===== config.mk =====
export PLATFORM = sky130hd
export DESIGN_NAME = tiny16_bus_arbiter
export DESIGN_NICKNAME = d
export VERILOG_FILES = /design/src/rtl/tiny16_bus_arbiter.sv
export SDC_FILE = /design/constraint.sdc
export NUM_CORES = 1
export LEC_CHECK = 0
export ABC_AREA = 1
export BUFFER_PORTS_ARGS = -buffer_cell sky130_fd_sc_hd__buf_4
export CAP_MARGIN = 20
export CORE_MARGIN = 2
export CORE_UTILIZATION = 49
export CTS_CLUSTER_DIAMETER = 50
export DETAILED_ROUTE_END_ITERATION = 10
export PLACE_DENSITY_LB_ADDON = 0.15
export SETUP_SLACK_MARGIN = 0.3
export SYNTH_ARGS = -nofsm -noshare
export SYNTH_HDL_FRONTEND = slang
export SYNTH_SLANG_ARGS = --single-unit

===== constraint.sdc =====
create_clock -name clk -period 1.49 [get_ports clk]
set_input_delay 0.149 -clock clk [delete_from_list [all_inputs] [get_ports clk]]
set_output_delay 0.149 -clock clk [all_outputs]
set_load 0.005 [all_outputs]

===== src/rtl/tiny16_bus_arbiter.sv =====
// tiny16_bus_arbiter: two-requester (CPU m0, DMA m1) arbiter onto one shared
// 16-bit memory port. One access at a time: IDLE -> ACCESS -> DONE -> IDLE.
// An access ends on mem_ready or after TIMEOUT wait cycles, which aborts it
// with an error flag and all-ones read data.
module tiny16_bus_arbiter #(
  parameter int unsigned ROUND_ROBIN = 1,
  parameter int unsigned TIMEOUT     = 15
) (
  input  logic        clk,
  input  logic        reset,
  // requester 0 (CPU)
  input  logic        m0_rd_n,
  input  logic        m0_wr_n,
  input  logic [15:0] m0_address,
  input  logic [15:0] m0_wdata,
  output logic [15:0] m0_rdata,
  output logic        m0_ready,
  output logic        m0_error,
  // requester 1 (DMA)
  input  logic        m1_rd_n,
  input  logic        m1_wr_n,
  input  logic [15:0] m1_address,
  input  logic [15:0] m1_wdata,
  output logic [15:0] m1_rdata,
  output logic        m1_ready,
  output logic        m1_error,
  // shared memory
  output logic        mem_rd_n,
  output logic        mem_wr_n,
  output logic [15:0] mem_address,
  output logic [15:0] mem_wdata,
  input  logic [15:0] mem_rdata,
  input  logic        mem_ready,
  output logic [1:0]  grant
);

  localparam int unsigned AW = 16;
  localparam int unsigned DW = 16;
  localparam int unsigned CW = 8;
  localparam logic [CW-1:0] TO_LAST = CW'(TIMEOUT - 1);

  typedef enum logic [1:0] {
    ST_IDLE,
    ST_ACCESS,
    ST_DONE
  } state_t;

  state_t          state_q;
  logic            owner_q;      // 0 = m0, 1 = m1
  logic            write_q;
  logic            last_q;       // requester granted most recently
  logic [CW-1:0]   cnt_q;
  logic [1:0]      grant_q;
  logic            mem_rd_n_q;
  logic            mem_wr_n_q;
  logic [AW-1:0]   addr_q;
  logic [DW-1:0]   wdata_q;
  logic [DW-1:0]   m0_rdata_q;
  logic [DW-1:0]   m1_rdata_q;
  logic            m0_ready_q;
  logic            m0_error_q;
  logic            m1_ready_q;
  logic            m1_error_q;

  logic            req0_c;
  logic            req1_c;
  logic            any_req_c;
  logic            win_d;
  logic            write_d;
  logic [AW-1:0]   addr_d;
  logic [DW-1:0]   wdata_d;
  logic            timeout_c;

  // Request decode and winner selection for the next grant.
  always_comb begin
    req0_c    = ~m0_rd_n | ~m0_wr_n;
    req1_c    = ~m1_rd_n | ~m1_wr_n;
    any_req_c = req0_c | req1_c;
    win_d     = 1'b0;
    if (req0_c && req1_c) begin
      win_d = (ROUND_ROBIN != 0) ? ~last_q : 1'b0;
    end else if (req1_c) begin
      win_d = 1'b1;
    end
    // both strobes low counts as a write
    write_d   = win_d ? ~m1_wr_n : ~m0_wr_n;
    addr_d    = win_d ? m1_address : m0_address;
    wdata_d   = win_d ? m1_wdata : m0_wdata;
    timeout_c = (cnt_q == TO_LAST);
  end

  // Arbitration FSM with registered memory-side and requester-side outputs.
  always_ff @(posedge clk) begin
    if (!reset) begin
      state_q    <= ST_IDLE;
      owner_q    <= 1'b0;
      write_q    <= 1'b0;
      last_q     <= 1'b1;
      cnt_q      <= '0;
      grant_q    <= 2'b00;
      mem_rd_n_q <= 1'b1;
      mem_wr_n_q <= 1'b1;
      addr_q     <= '0;
      wdata_q    <= '0;
      m0_rdata_q <= '0;
      m1_rdata_q <= '0;
      m0_ready_q <= 1'b0;
      m0_error_q <= 1'b0;
      m1_ready_q <= 1'b0;
      m1_error_q <= 1'b0;
    end else begin
      m0_ready_q <= 1'b0;
      m0_error_q <= 1'b0;
      m1_ready_q <= 1'b0;
      m1_error_q <= 1'b0;
      case (state_q)
        ST_IDLE: begin
          if (any_req_c) begin
            owner_q    <= win_d;
            write_q    <= write_d;
            addr_q     <= addr_d;
            wdata_q    <= wdata_d;
            grant_q    <= win_d ? 2'b10 : 2'b01;
            cnt_q      <= '0;
            mem_rd_n_q <= write_d;
            mem_wr_n_q <= ~write_d;
            state_q    <= ST_ACCESS;
          end
        end
        ST_ACCESS: begin
          if (mem_ready || timeout_c) begin
            mem_rd_n_q <= 1'b1;
            mem_wr_n_q <= 1'b1;
            state_q    <= ST_DONE;
            if (owner_q) begin
              m1_ready_q <= 1'b1;
              m1_error_q <= ~mem_ready;
              if (!mem_ready) begin
                m1_rdata_q <= 16'hFFFF;
              end else if (!write_q) begin
                m1_rdata_q <= mem_rdata;
              end
            end else begin
              m0_ready_q <= 1'b1;
              m0_error_q <= ~mem_ready;
              if (!mem_ready) begin
                m0_rdata_q <= 16'hFFFF;
              end else if (!write_q) begin
                m0_rdata_q <= mem_rdata;
              end
            end
          end else begin
            cnt_q <= cnt_q + CW'(1);
          end
        end
        ST_DONE: begin
          grant_q <= 2'b00;
          last_q  <= owner_q;
          state_q <= ST_IDLE;
        end
        default: begin
          state_q <= ST_IDLE;
        end
      endcase
    end
  end

  assign m0_rdata    = m0_rdata_q;
  assign m0_ready    = m0_ready_q;
  assign m0_error    = m0_error_q;
  assign m1_rdata    = m1_rdata_q;
  assign m1_ready    = m1_ready_q;
  assign m1_error    = m1_error_q;
  assign mem_rd_n    = mem_rd_n_q;
  assign mem_wr_n    = mem_wr_n_q;
  assign mem_address = addr_q;
  assign mem_wdata   = wdata_q;
  assign grant       = grant_q;

endmodule


# ---- Yosys cells after proc, flatten, opt, wreduce, memory -nomap -nowiden
# Cells that the tools add are included.
dict set report totals {
  reg_bits 85
  output_inout_bits 72
  word_cells 76
}
dict set report op_classes {
  addsub 1
  n_eq_ne 7
  mux 23
  bitwise_logic 14
  reduce_logical 15
}
# op n
set op_table {}
lappend op_table {{$mux W16} 4}
lappend op_table {{$mux W8} 2}
lappend op_table {{$pmux W8 S2} 1}
lappend op_table {{$reduce_and A4 Y1} 3}
lappend op_table {{$not A1 Y1} 11}
lappend op_table {{$reduce_and A3 Y1} 3}
lappend op_table {{$add A8 B1 Y8 const B} 1}
lappend op_table {{$eq A8 B4 Y1 const B} 1}
lappend op_table {{$mux W1} 8}
lappend op_table {{$mux W2} 4}
lappend op_table {{$ne A2 B2 Y1 const B} 4}
lappend op_table {{$pmux W2 S2} 2}
lappend op_table {{$reduce_and A2 Y1} 3}
lappend op_table {{$pmux W1 S2} 2}
lappend op_table {{$reduce_bool A2 Y1} 2}
lappend op_table {{$reduce_or A4 Y1} 1}
lappend op_table {{$or A1 B1 Y1} 3}
lappend op_table {{$eq A2 B1 Y1 const B} 1}
lappend op_table {{$eq A2 B2 Y1 const B} 1}
lappend op_table {{$logic_not A2 Y1} 1}
lappend op_table {{$logic_and A1 B1 Y1} 1}
lappend op_table {{$logic_or A1 B1 Y1} 1}

# ---- Longest topological paths before layout
dict set report depth {
  depth_word 8
  depth_mapped 11
}

# ---- Least setup slack after synthesis
# No wires, ideal clock.
dict set report synth_timing {
  path_kind {flip-flop to flip-flop}
  startpoint {register cnt_q[0]}
  endpoint {register cnt_q[0]}
  setup_time_ns 0.116
  t_arrival_ns 1.240
  required_ns 1.374
  path_slack_ns 0.134
  path_stages_with_launch 11
  cell_sequence {dfxtp_1 -> inv_1 -> ha_1 -> nand2_1 -> nor2_2 -> nand2_4 -> nand3_2 -> nand2_2 -> inv_1 -> nor2_1 -> nor2_1}
}
dict set report synth_between {
  elab_chain_cells 4
}
# item line
set synth_lines {}
lappend synth_lines {{start, declared} 52} ;# logic [CW-1:0] cnt_q;
lappend synth_lines {{start signal, assigned} 153} ;# cnt_q <= cnt_q + CW'(1);
lappend synth_lines {{branches (longest 4 deep; another with $add A8 B1 Y8)} n/a}
# Several ways; the timed one is not identified. The select of a mux whose other input is x is not followed.
# A chain may end at the register's enable or synchronous reset.

# ---- Worst setup path after layout
dict set report layout_timing {
  startpoint {register state_q[1]}
  endpoint {register wdata_q[13], in the netlist mem_wdata[13]}
}
dict set report layout_between {
  elab_chain_cells 2
}
# item line
set layout_lines {}
lappend layout_lines {{start, declared} 48} ;# state_t state_q;
lappend layout_lines {{start signal, assigned} 95} ;# state_q <= ST_IDLE;
lappend layout_lines {{start signal, assigned} 127} ;# state_q <= ST_ACCESS;
lappend layout_lines {{start signal, assigned} 134} ;# state_q <= ST_DONE;
lappend layout_lines {{$logic_not A2 Y1} 116} ;# case (state_q)
lappend layout_lines {{$reduce_and A2 Y1 (no line)} n/a}
lappend layout_lines {{end signal, assigned} 122} ;# wdata_q <= wdata_d;
lappend layout_lines {{end, declared} 57} ;# logic [DW-1:0] wdata_q;
# No other way between the ends.

==> impl_results.md <==
* Status: finished with violations
* Violated checks: setup timing
* Worst setup slack for register-to-register paths at -0.11 ns
* Number of distinct library cell variants in the gate-level netlist after synthesis at 32
* Vertical die dimension at 94.4 µm
* Ys async rst share at 0
* Clk pin slew, worst setup/hold paths at 0.10 ns
* Fillcell total at 439
* Setup Crit Path Kind: reg2reg
* NetSw at 1820 µW
* Global-route usage over all layers at 0.292
* Cell taking the most area after synthesis: dfxtp_1
* Clock power share at 0.309
* Maximum operating frequency at 626 MHz
* Endpoint class of the critical path: flip-flop
* Number of remaining DRC errors at 0
* Die footprint at 0.00892 mm²
* Final clock period utilization by the worst path at 1.07
* Critical R2R Launch: state_q[1]$_SDFFE_PN0P_
* Number of failing setup endpoints in the final timing report at 2
* Highest net fanout along the worst path at 6
* Average footprint of a synthesized cell at 6.90 µm²
* Data arrival, critical path at around 1.9 ns
* Maximum count of clock buffers along a single path at 2
* Synthesized netlist net count at 670
* Final critical path time including I/O delays and setup at 1.60 ns
* RSZ-0062 raised after global routing: true
* Final Routed Wirelength at 14.4 mm
* Number of max-capacitance violations reported at 0
* Later-pin clock latency in the skew report at 0.36 ns
* Weighted congestion reported at the end of routability-driven placement at 0.862
* Root buffer cell: clkbuf_8
* Sink Count at between 80 and 90
* Capturing point of the worst reg2reg path: mem_wdata[13]$_SDFFE_PN0P_
* Int Pwr at approximately 4300 µW
* Combinational Power Share at 0.278
* Number of hold violations in the final report at 0
* Leak Pwr at 0.00302 µW
* Effective utilization at floorplan at 0.513
* Remaining antenna violation count after routing at 0
* Proportion of synthesized chip area in sequential cells at 0.425
* Maximum number of pins on one net before global-route repair at 40
* Synthesis-to-layout area growth at 62.8%
* Class of the tightest hold or removal check: in2reg
* Number of instances in the synthesized netlist at 581
* Final WS setup at -0.107 ns
* Num rows at 32
* Half-perimeter wire length after detailed placement at ~8 mm
* Launching instance or port of the critical path: state_q[1]$_SDFFE_PN0P_
* Post-synth EDFFs at 0
* Switch share at 0.298
* 1st-pass router iterations at 4
* Critical Path Sink: mem_wdata[13]$_SDFFE_PN0P_
* Gr ovfl total at 0
* Num ports at 159
* TritonCTS clock tree: built
* Final count of pins violating max slew at 0
* Count of warnings emitted by yosys at 0
* # diodes at 0
* Initial antenna violation count at 0
* Cell with the most instances after synthesis: nand2_1
* Synth Flop Type: dfxtp_1
* Area share of the largest cell type after synthesis at 0.425
* Routed vias at 4690
* Maximum vdd ir drop at around 540 µV
* Most instantiated cells after synthesis: nand2_1 (197), dfxtp_1 (85), inv_1 (84), nor2_1 (62), nand4_1 (33)
* Area of the core at 0.00781 mm²
* Post-route setup TNS at -0.148 ns
* Slew @ Worst Pin at 0.453 ns
* WP data required at around 1.8 ns
* Core occupancy in the finished layout at 0.835
* Layout Nets at 863
* Die boundary width at between 90 and 100 µm
* Count of routing violations after the opening detailed-route iteration at 290
* Number of input and output port buffers inserted at between 150 and 200
* Top cells by area in the synthesized netlist: dfxtp_1 (42%), nand2_1 (18%), inv_1 (7.9%)
* Mapped Area at between 0.004 and 0.005 mm²
* Number of storage elements in the synthesis netlist at 85
* Logic depth of the worst register-to-register path at 9
* Share of cells above drive strength 1 at 0.444
* Deepest level of the CTS H-tree at 3
* Wire length of the first global-routing pass at 20.6 mm
* Crit path launch type: flip-flop
* Average wire length per cell after detail routing at 16.3 µm
* Worst setup skew after layout at around 0.014 ns
* Part of the total power dissipated in sequential elements at 0.413
* Remaining max-slew budget at the tightest pin at 0.698
* Number of buffers inserted during clock tree synthesis at 9
* Detail-routed via count per cell at 5.32
* Via count of the first global-routing pass at 4386
* Pwr dens at 939 mW/mm²
## sequential cells by signal, summed over array words and instances (netlist names), 2 cells and up
register,count
state_q,2
m1_rdata,16
m0_rdata,16
cnt_q,8
mem_address,16
grant,2
mem_wdata,16
## stage by stage
step / std cells / power (µW) / hold slack (ns) / worst slack (ns) / area (µm²)
after global placement: 826 / 3690 / 0.404 / 0.102 / 5370
final: 881 / 6120 / 0.0464 / -0.107 / 6520
after floorplan: 581 / 3160 / 0.304 / 0.200 / 4060
after CTS: 875 / 5930 / 0.0379 / 0.0609 / 6190
after detailed placement: 826 / 3720 / 0.404 / 0.0105 / 5370
after global routing: 881 / 6370 / 0.0499 / -0.149 / 6520
## layout by cell type, fill, tap and decap left out, types with 3 or more instances in the layout
cell type | synthesis | routed
o21ai_1 | 0 | 3
buf_12 | 0 | 12
nand4_1 | 33 | 33
clkinv_4 | 0 | 3
nand3_4 | 2 | 6
inv_1 | 84 | 67
nand3_1 | 11 | 9
clkbuf_8 | 0 | 10
a31oi_4 | 0 | 3
nor2_1 | 62 | 58
inv_2 | 1 | 18
buf_4 | 4 | 181
a21oi_1 | 9 | 5
nor2_4 | 4 | 6
a21oi_2 | 2 | 5
nor2_2 | 2 | 4
dfxtp_1 | 85 | 79
a31oi_1 | 32 | 29
nand2_2 | 3 | 43
buf_6 | 8 | 11
buf_16 | 0 | 7
nand2_1 | 197 | 144
nand2_4 | 1 | 14
dfxtp_2 | 0 | 4
## worst min-delay path by stage
stage	slack, ns	start	depth (start not counted)	end
floorplan	0.30	m0_wdata[0]	2	mem_wdata[0]$_SDFFE_PN0P_
global placement	0.40	reset	2	mem_rd_n$_SDFFE_PN1P_
detailed placement	0.40	reset	2	mem_wr_n$_SDFFE_PN1P_
CTS	0.04	reset	2	mem_wr_n$_SDFFE_PN1P_
global route	0.05	m0_address[5]	3	mem_address[5]$_SDFFE_PN0P_
finish	0.05	m0_wdata[15]	3	mem_wdata[15]$_SDFFE_PN0P_
## layer usage
metal / GRT usage / vias to the layer above / share of wire
met5: 0 / - / 0
met4: 0.143 / 0 / 0.039
met3: 0.0575 / 54 / 0.076
met2: 0.524 / 255 / 0.52
met1: 0.329 / 2167 / 0.36
li1: - / 2214 / -
## layout make-up
| cell class | count | area [µm²] | area share |
|---|---|---|---|
| clock inverters | 6 | 95.1 | 0.0146 |
| flip-flops and latches | 85 | 1710 | 0.263 |
| repair buffers | 212 | 1930 | 0.296 |
| well taps | 102 | 128 | 0.0196 |
| inverters | 86 | 323 | 0.0495 |
| multi-input cells | 380 | 2190 | 0.336 |
| clock buffers | 10 | 138 | 0.0211 |
## power by group through the flow
stage	Sequential (µW)	Clock (µW)	Combinational, µW
floorplan	2570	0	585
global placement	2560	0	1120
detailed placement	2570	0	1150
CTS	2520	1900	1510
global route	2540	2010	1810
finish	2530	1890	1700
## cells by family after synthesis
kind of cell / count (synthesis) / synth area share
buffers and inverters: 119 / 0.133
AO/OA/AOI/OAI: 52 / 0.0809
XOR/XNOR: 1 / 0.00219
adder cells (fa/ha/maj): 2 / 0.00624
AND/OR/NAND/NOR: 322 / 0.353
flip-flops: 85 / 0.425
## timing repair
item / 4_1_cts / 5_1_grt
buffers inserted: 22 / 6
pin swaps: 33 / 36
hold buffers: 0 / 0
resized for setup: 39 / 100
cloned: 11 / 0
endpoints found under the setup margin: 82 / 84
## critical path, stage by stage, from the launching register on
cell	delay (ns)
dfxtp_4	0.37
nor2_4	0.10
o21ai_4	0.09
buf_6	0.13
nor2_4	0.14
buf_12	0.14
buf_12	0.11
buf_16	0.12
nand2_2	0.06
a31oi_1	0.26
No activity file was read; power rests on OpenSTA's default activity.
